===== config.mk =====
export PLATFORM = sky130hd
export DESIGN_NAME = bcd_add_seq
export DESIGN_NICKNAME = d
export VERILOG_FILES = /design/src/rtl/bcd_add_seq.sv
export SDC_FILE = /design/constraint.sdc
export NUM_CORES = 1
export LEC_CHECK = 0
export ABC_AREA = 1
export CAP_MARGIN = 20
export CORE_ASPECT_RATIO = 0.8
export CORE_MARGIN = 5
export CORE_UTILIZATION = 45
export CTS_BUF_LIST = sky130_fd_sc_hd__clkbuf_4
export CTS_CLUSTER_DIAMETER = 150
export DETAILED_ROUTE_END_ITERATION = 8
export MAX_ROUTING_LAYER = met4
export PLACE_DENSITY = 0.69
export SYNTH_ARGS = -nofsm -noshare
export SYNTH_HDL_FRONTEND = slang
export SYNTH_SLANG_ARGS = --single-unit

===== constraint.sdc =====
create_clock -name clk -period 9.05 [get_ports clk]
set_input_delay 1.3575 -clock clk [delete_from_list [all_inputs] [get_ports clk]]
set_output_delay 1.3575 -clock clk [all_outputs]
set_load 0.01 [all_outputs]

===== src/rtl/bcd_add_seq.sv =====
// Sequential packed-BCD adder: one decimal digit per clock, least-significant
// digit first. Operands are captured on start; the result registers (sum,
// cout, err) update only on the edge that completes the last digit.
//
// Handshake: start is sampled only while the machine is in IDLE or DONE and is
// accepted on that edge (operands latched, busy rises). done is high for the
// single cycle spent in DONE, during which sum/cout/err are freshly valid.
// Holding start high through DONE chains the next operation with no idle gap.
module bcd_add_seq #(
    parameter int DIGITS = 4
) (
    input  logic                  clk,
    input  logic                  rst,
    input  logic                  start,
    input  logic [4*DIGITS-1:0]   a,
    input  logic [4*DIGITS-1:0]   b,
    input  logic                  cin,
    output logic                  busy,
    output logic                  done,
    output logic [4*DIGITS-1:0]   sum,
    output logic                  cout,
    output logic                  err
);

    localparam int IDXW = (DIGITS > 1) ? $clog2(DIGITS) : 1;
    localparam logic [IDXW-1:0] LAST = IDXW'(DIGITS - 1);

    typedef enum logic [1:0] {
        IDLE = 2'd0,
        ADD  = 2'd1,
        DONE = 2'd2
    } state_t;

    state_t                state;
    state_t                state_next;
    logic                  accept;

    logic [IDXW-1:0]       idx;
    logic [4*DIGITS-1:0]   a_q;
    logic [4*DIGITS-1:0]   b_q;
    logic                  carry_q;
    logic [4*DIGITS-1:0]   acc;
    logic                  err_q;

    logic [3:0]            dig_a;
    logic [3:0]            dig_b;
    logic [4:0]            t;
    logic [3:0]            digit;
    logic                  carry_next;
    logic                  bad;
    logic [4*DIGITS-1:0]   acc_next;

    // State register; reset abandons any operation in flight.
    always_ff @(posedge clk) begin
        if (rst) begin
            state <= IDLE;
        end else begin
            state <= state_next;
        end
    end

    // Next-state decode, start acceptance and status outputs.
    always_comb begin
        state_next = state;
        accept     = 1'b0;
        busy       = (state != IDLE);
        done       = (state == DONE);
        case (state)
            IDLE: begin
                if (start) begin
                    accept     = 1'b1;
                    state_next = ADD;
                end
            end
            ADD: begin
                if (idx == LAST) begin
                    state_next = DONE;
                end
            end
            DONE: begin
                if (start) begin
                    accept     = 1'b1;
                    state_next = ADD;
                end else begin
                    state_next = IDLE;
                end
            end
            default: begin
                state_next = IDLE;
            end
        endcase
    end

    // One decimal digit step: binary add, then +6 correction when above 9.
    // Invalid nibbles go through the same rule so the result stays deterministic.
    always_comb begin
        dig_a    = a_q[4*idx +: 4];
        dig_b    = b_q[4*idx +: 4];
        t        = {1'b0, dig_a} + {1'b0, dig_b} + {4'b0000, carry_q};
        digit    = t[3:0];
        carry_next = 1'b0;
        if (t > 5'd9) begin
            digit      = t[3:0] + 4'd6;
            carry_next = 1'b1;
        end
        bad      = (dig_a > 4'd9) || (dig_b > 4'd9);
        acc_next = acc;
        acc_next[4*idx +: 4] = digit;
    end

    // Operand capture, digit accumulation and result publication on the last digit.
    always_ff @(posedge clk) begin
        if (rst) begin
            idx     <= '0;
            a_q     <= '0;
            b_q     <= '0;
            carry_q <= 1'b0;
            acc     <= '0;
            err_q   <= 1'b0;
            sum     <= '0;
            cout    <= 1'b0;
            err     <= 1'b0;
        end else if (accept) begin
            idx     <= '0;
            a_q     <= a;
            b_q     <= b;
            carry_q <= cin;
            acc     <= '0;
            err_q   <= 1'b0;
        end else if (state == ADD) begin
            acc     <= acc_next;
            carry_q <= carry_next;
            err_q   <= err_q | bad;
            idx     <= idx + 1'b1;
            if (idx == LAST) begin
                sum  <= acc_next;
                cout <= carry_next;
                err  <= err_q | bad;
            end
        end
    end

endmodule

# [Yosys cells after proc, flatten, opt, wreduce, memory -nomap -nowiden]
# Cells that the tools add are included.
[classes] n_eq_ne=5 n_reduce_logical=8 mux=11 order_cmp=3 addsub=5 bitwise_logic=2 shifts=4
[ops] operator="$neg A4 Y34" count=1
[ops] operator="$shift A4 B34 Y16 const A" count=1
[ops] operator="$shiftx A4 B34 Y16" count=1
[ops] operator="$shiftx A16 B5 Y4" count=2
[ops] operator="$bwmux W16" count=1
[ops] operator="$gt A4 B4 Y1 const B" count=2
[ops] operator="$mux W1" count=6
[ops] operator="$pmux W2 S3" count=1
[ops] operator="$add A4 B4 Y5" count=1
[ops] operator="$add A5 B1 Y5" count=1
[ops] operator="$gt A5 B4 Y1 const B" count=1
[ops] operator="$add A4 B3 Y4 const B" count=1
[ops] operator="$eq A2 B2 Y1 const B" count=2
[ops] operator="$mux W2" count=2
[ops] operator="$mux W4" count=1
[ops] operator="$reduce_bool A2 Y1" count=2
[ops] operator="$reduce_or A2 Y1" count=2
[ops] operator="$reduce_and A3 Y1" count=1
[ops] operator="$add A2 B1 Y2 const B" count=1
[ops] operator="$eq A2 B1 Y1 const B" count=1
[ops] operator="$logic_not A2 Y1" count=1
[ops] operator="$ne A2 B1 Y1 const B" count=1
[ops] operator="$ne A2 B2 Y1 const B" count=1
[ops] operator="$reduce_and A2 Y1" count=1
[ops] operator="other kinds (3)" count=3
[word_totals] output_inout_bits=20 word_cells=48 ff_bits=72

# [Depth between registers and ports, before layout]
[logic_depth] depth_word=7 ltp_mapped=23 ltp_nobuf=22

# [Worst setup path after synthesis]
# Ideal clock, no wire load.
[synth_path] kind="register to register" start="reg idx[0]" end="reg acc[11]" n_path_buf=3 setup_ns=0.115 arrival_time_ns=2.942 stages_incl_launch_ff=20 path_slack_ns=5.992 path_cell_list="dfxtp_1 > buf_6 > buf_6 > buf_2 > o21ai_0 > o22ai_1 > fa_1 > fa_1 > inv_1 > ha_1 > inv_1 > nor2_1 > a21oi_2 > nand2_2 > nand2_4 > nand2_2 > nand3_2 > o21ai_1 > o21ai_0 > inv_1"
[synth_via] elab_chain_len=7
[synth_lines] item="start: declaration" line_no="38" rtl="logic [IDXW-1:0] idx;"
[synth_lines] item="start signal: assignment" line_no="134" rtl="idx <= idx + 1'b1;"
[synth_lines] item="$shiftx A16 B5 Y4, on equally long branches" line_no="97, 98"
[synth_lines] item="$add A4 B4 Y5" line_no="99" rtl="t = {1'b0, dig_a} + {1'b0, dig_b} + {4'b0000, carry_q};"
[synth_lines] item="$add A5 B1 Y5" line_no="99"
[synth_lines] item="$add A4 B3 Y4 / $gt A5 B4 Y1 (equally long branches)" line_no="103, 102"
[synth_lines] item="$mux W4" line_no="102" rtl="if (t > 5'd9) begin"
[synth_lines] item="$shiftx A4 B34 Y16" line_no="108" rtl="acc_next[4*idx +: 4] = digit;"
[synth_lines] item="$bwmux W16 (*)" line_no="108"
[synth_lines] item="end signal: assignment" line_no="131" rtl="acc <= acc_next;"
[synth_lines] item="end: declaration" line_no="42" rtl="logic [4*DIGITS-1:0] acc;"
# Mark *: on every way between the ends. The rest lies on a longest branch, timed or not.
# A chain may end at the register's enable or synchronous reset.

# [Worst setup path after layout]
[layout_path] start="reg idx[1]" end="reg acc[15]"
# The elaborated chain is that of the path after synthesis.

==> impl_metrics.csv <==
group,metric,value,unit
run_status,status,"finished, final reports clean",
clock_tree,cts_buffers,9,
clock_tree,cts_tree,"yes",
clock_tree,clkTransAtPathRegs,0.11,ns
timing,fin_setup_tns,0,ns
setup_path,regToRegSetupSlack,5.50,ns
floorplanning,row_count,29,
setup_path,critPathKind,"reg2reg",
logic_synthesis,yosysTopAreaCellShare,0.403,
logic_synthesis,synth.most_common_cell,"nor2_1",
logic_synthesis,async_flop_share,0,
setup_path,max_stage_delay,0.70,ns
timing,final.min_clock_period,3.55,ns
final_layout,area.sequential,1440,sq um
global_routing,overflow,0,
clock_tree,cts_sinks,72,
placed_design,place_congestion,0.865,
setup_path,crit_buf_inv,3,
setup_path,critical_path_arrival,3.87,ns
floorplanning,die_h,89.7,microns
detailed_routing,post_drt_wl_per_cell,12.7,microns
global_routing,grt_max_degree,53,
detailed_routing,ant_nets,0,
detailed_routing,dr_total_vias,3263,
setup_path,cp.required,9.37,ns
setup_path,slowest_stage,"dfxtp_1",
power,peakVddDrop,0.0000750,V
flow_run,maxCapViolCount,0,
timing,fmax,282,MHz
floorplanning,dieArea,9840,sq um
final_layout,fin_util,0.547,
clock_tree,postCtsHoldBufs,0,
clock_tree,cts_setup_buffers,0,
logic_synthesis,yosys.area.top_type,"dfxtp_1",
final_layout,final_nets,598,
floorplanning,initial_core_util,0.456,
min_path,hold_class,"reg2reg",
setup_path,endpoint_kind,"register",
floorplanning,fp.dieW,110,microns
logic_synthesis,synth_cells,504,
detailed_routing,drc,0,
final_layout,final.fill_count,791,
timing,worst_pin_slew,0.823,ns
logic_synthesis,synth_commonest_cells,"90 x nor2_1, 72 x dfxtp_1, 72 x inv_1",
final_layout,drive_above_1_share,0.0649,
detailed_routing,wl,8.45,mm
logic_synthesis,synth-edff-count,0,
clock_tree,cts_root_buffer,"clkbuf_4",
global_routing,grt_pass1_vias,3235,
final_layout,multi_input_area,1720,sq um
timing,final_hold_viol_count,0,
placed_design,portBuffers,55,
detailed_routing,viasPerCell,4.92,
setup_path,crit_family,"adder cells",
setup_path,path_cells,"inv_1, o21ai_0, o22ai_1, fa_1, fa_1, nand2_1, nand2_2, ha_1, inv_1, nor2_1, a21oi_2, nand2_2, nand2_4, nand2_2, nand3_2, nor2_2, nand2_1, nand3_1, nand2_1, inv_1",
clock_tree,ctsLongestPathBuffers,2,
setup_path,worstPathMaxFanout,17,
detailed_routing,drt_first_pass_iters,4,
logic_synthesis,ys_seq_area_frac,0.403,
timing,finalMaxSlewViolations,0,
floorplanning,ios,56,
timing,rsz0062_at_grt,"false",
logic_synthesis,synth_cell_type_count,36,
logic_synthesis,synth_ff_type,"dfxtp_1",
logic_synthesis,syn_area,3570,sq um
timing,skew,0.00828,ns
placed_design,hpwl,6.18,mm
logic_synthesis,avgSynthCellArea,7.09,sq um
global_routing,grt_pass1_wl,14.9,mm
timing,period_share,0.392,
final_layout,syn_to_final_growth,20.0,%
logic_synthesis,yosysWarningCount,0,
setup_path,cp-start-kind,"register",
timing,setup_violations,0,
global_routing,antenna_found_initial,0,
logic_synthesis,ys_ff_latch,72,
detailed_routing,first_iter_violations,209,
clock_tree,insertion_delay,0.42,ns
clock_tree,cts_htree_levels,3,
timing,max_slew_margin,0.451,
final_layout,diodes,0,
floorplanning,fp.coreArea,7840,sq um
power,leakage,1.95,nW
logic_synthesis,synth_nets,552,
logic_synthesis,ys_top_cells_by_area,"dfxtp_1 40%, nor2_1 9.5%, o21ai_0 8.8%",
clock_tree,post_cts_resized,0,
power,powerDensity,171,nW/um^2
global_routing,grt_usage,0.190,
-- state kept, by name, summed over array words and instances, names as in the netlist --
signal and cells:
cout 1, carry_q 1, b_q 16, err 1
acc 16, state 2, idx 2, a_q 16
sum 16, err_q 1
-- metrics by stage --
stage	hold slack, ns	instances	cell area [sq um]	power [W]	worst slack, ns
after floorplan	0.424	504	3570	0.000492	5.99
after global placement	0.448	647	4160	0.000538	5.77
after detailed placement	0.452	647	4160	0.000543	5.57
after CTS	0.468	663	4290	0.000740	5.54
after global routing	0.497	663	4290	0.000785	5.21
final	0.465	663	4290	0.000734	5.50
-- power breakdown --
part           leakage [nW]  internal (W)  switching [W]  total (W)
clock network        0.0757     0.0000880       0.000108   0.000196
logic                  1.29     0.0000704       0.000122   0.000193
registers             0.590      0.000335      0.0000102   0.000345
-- final timing paths --
path | start | endpoint | depth (start not counted)
setup / recovery | idx[1]$_SDFFE_PP0N_ | acc[15]$_SDFFE_PP0N_ | 20
hold / removal | a_q[2]$_SDFFE_PP0P_ | a_q[2]$_SDFFE_PP0P_ | 2
setup reg to reg | idx[1]$_SDFFE_PP0N_ | acc[15]$_SDFFE_PP0N_ | 20
hold reg to reg | a_q[2]$_SDFFE_PP0P_ | a_q[2]$_SDFFE_PP0P_ | 2
-- final cells by class --
type | instances | share of cell area
clock inverters | 5 | 0.0111
flip-flops and latches | 72 | 0.336
multi-input cells | 332 | 0.400
repair buffers | 59 | 0.135
inverters | 76 | 0.0665
well taps | 108 | 0.0315
clock buffers | 11 | 0.0193
-- placed cells by master (no fill, tap or decap), types with 2 or more instances in the layout --
cell type / netlist / layout
buf_4: 4 / 4
a21oi_1: 21 / 21
inv_2: 2 / 2
o21bai_1: 6 / 6
o211ai_1: 2 / 2
nand4_1: 4 / 4
o21a_1: 10 / 10
inv_1: 72 / 72
clkinv_1: 2 / 4
ha_1: 10 / 10
o21ai_0: 63 / 63
fa_1: 2 / 2
nand3_2: 3 / 3
clkinv_2: 0 / 2
nand3_1: 30 / 30
clkdlybuf4s50_1: 0 / 55
clkbuf_4: 1 / 11
o21ai_1: 4 / 4
nand2_1: 64 / 64
o22ai_1: 6 / 6
dfxtp_1: 72 / 72
nand2_2: 5 / 5
nor2_1: 90 / 90
-- per-layer routing --
| layer | track usage | share of wire | up-vias |
|---|---|---|---|
| li1 | - | - | 1706 |
| met1 | 0.258 | 0.50 | 1484 |
| met2 | 0.284 | 0.45 | 61 |
| met3 | 0.0523 | 0.038 | 12 |
| met4 | 0.0436 | 0.014 | 0 |
| met5 | - | 0 | - |
-- tightest hold or removal path, stage by stage (launching register included) --
cell     delay [ns]
dfxtp_1        0.31
inv_1          0.06
a21oi_1        0.05
-- cells by family after synthesis --
logic type / synth area share
AO/OA/AOI/OAI: 0.190
AND/OR/NAND/NOR: 0.244
buffers and inverters: 0.117
adder cells (fa/ha/maj): 0.0462
flip-flops: 0.403
(Power assumes the default switching activity.)
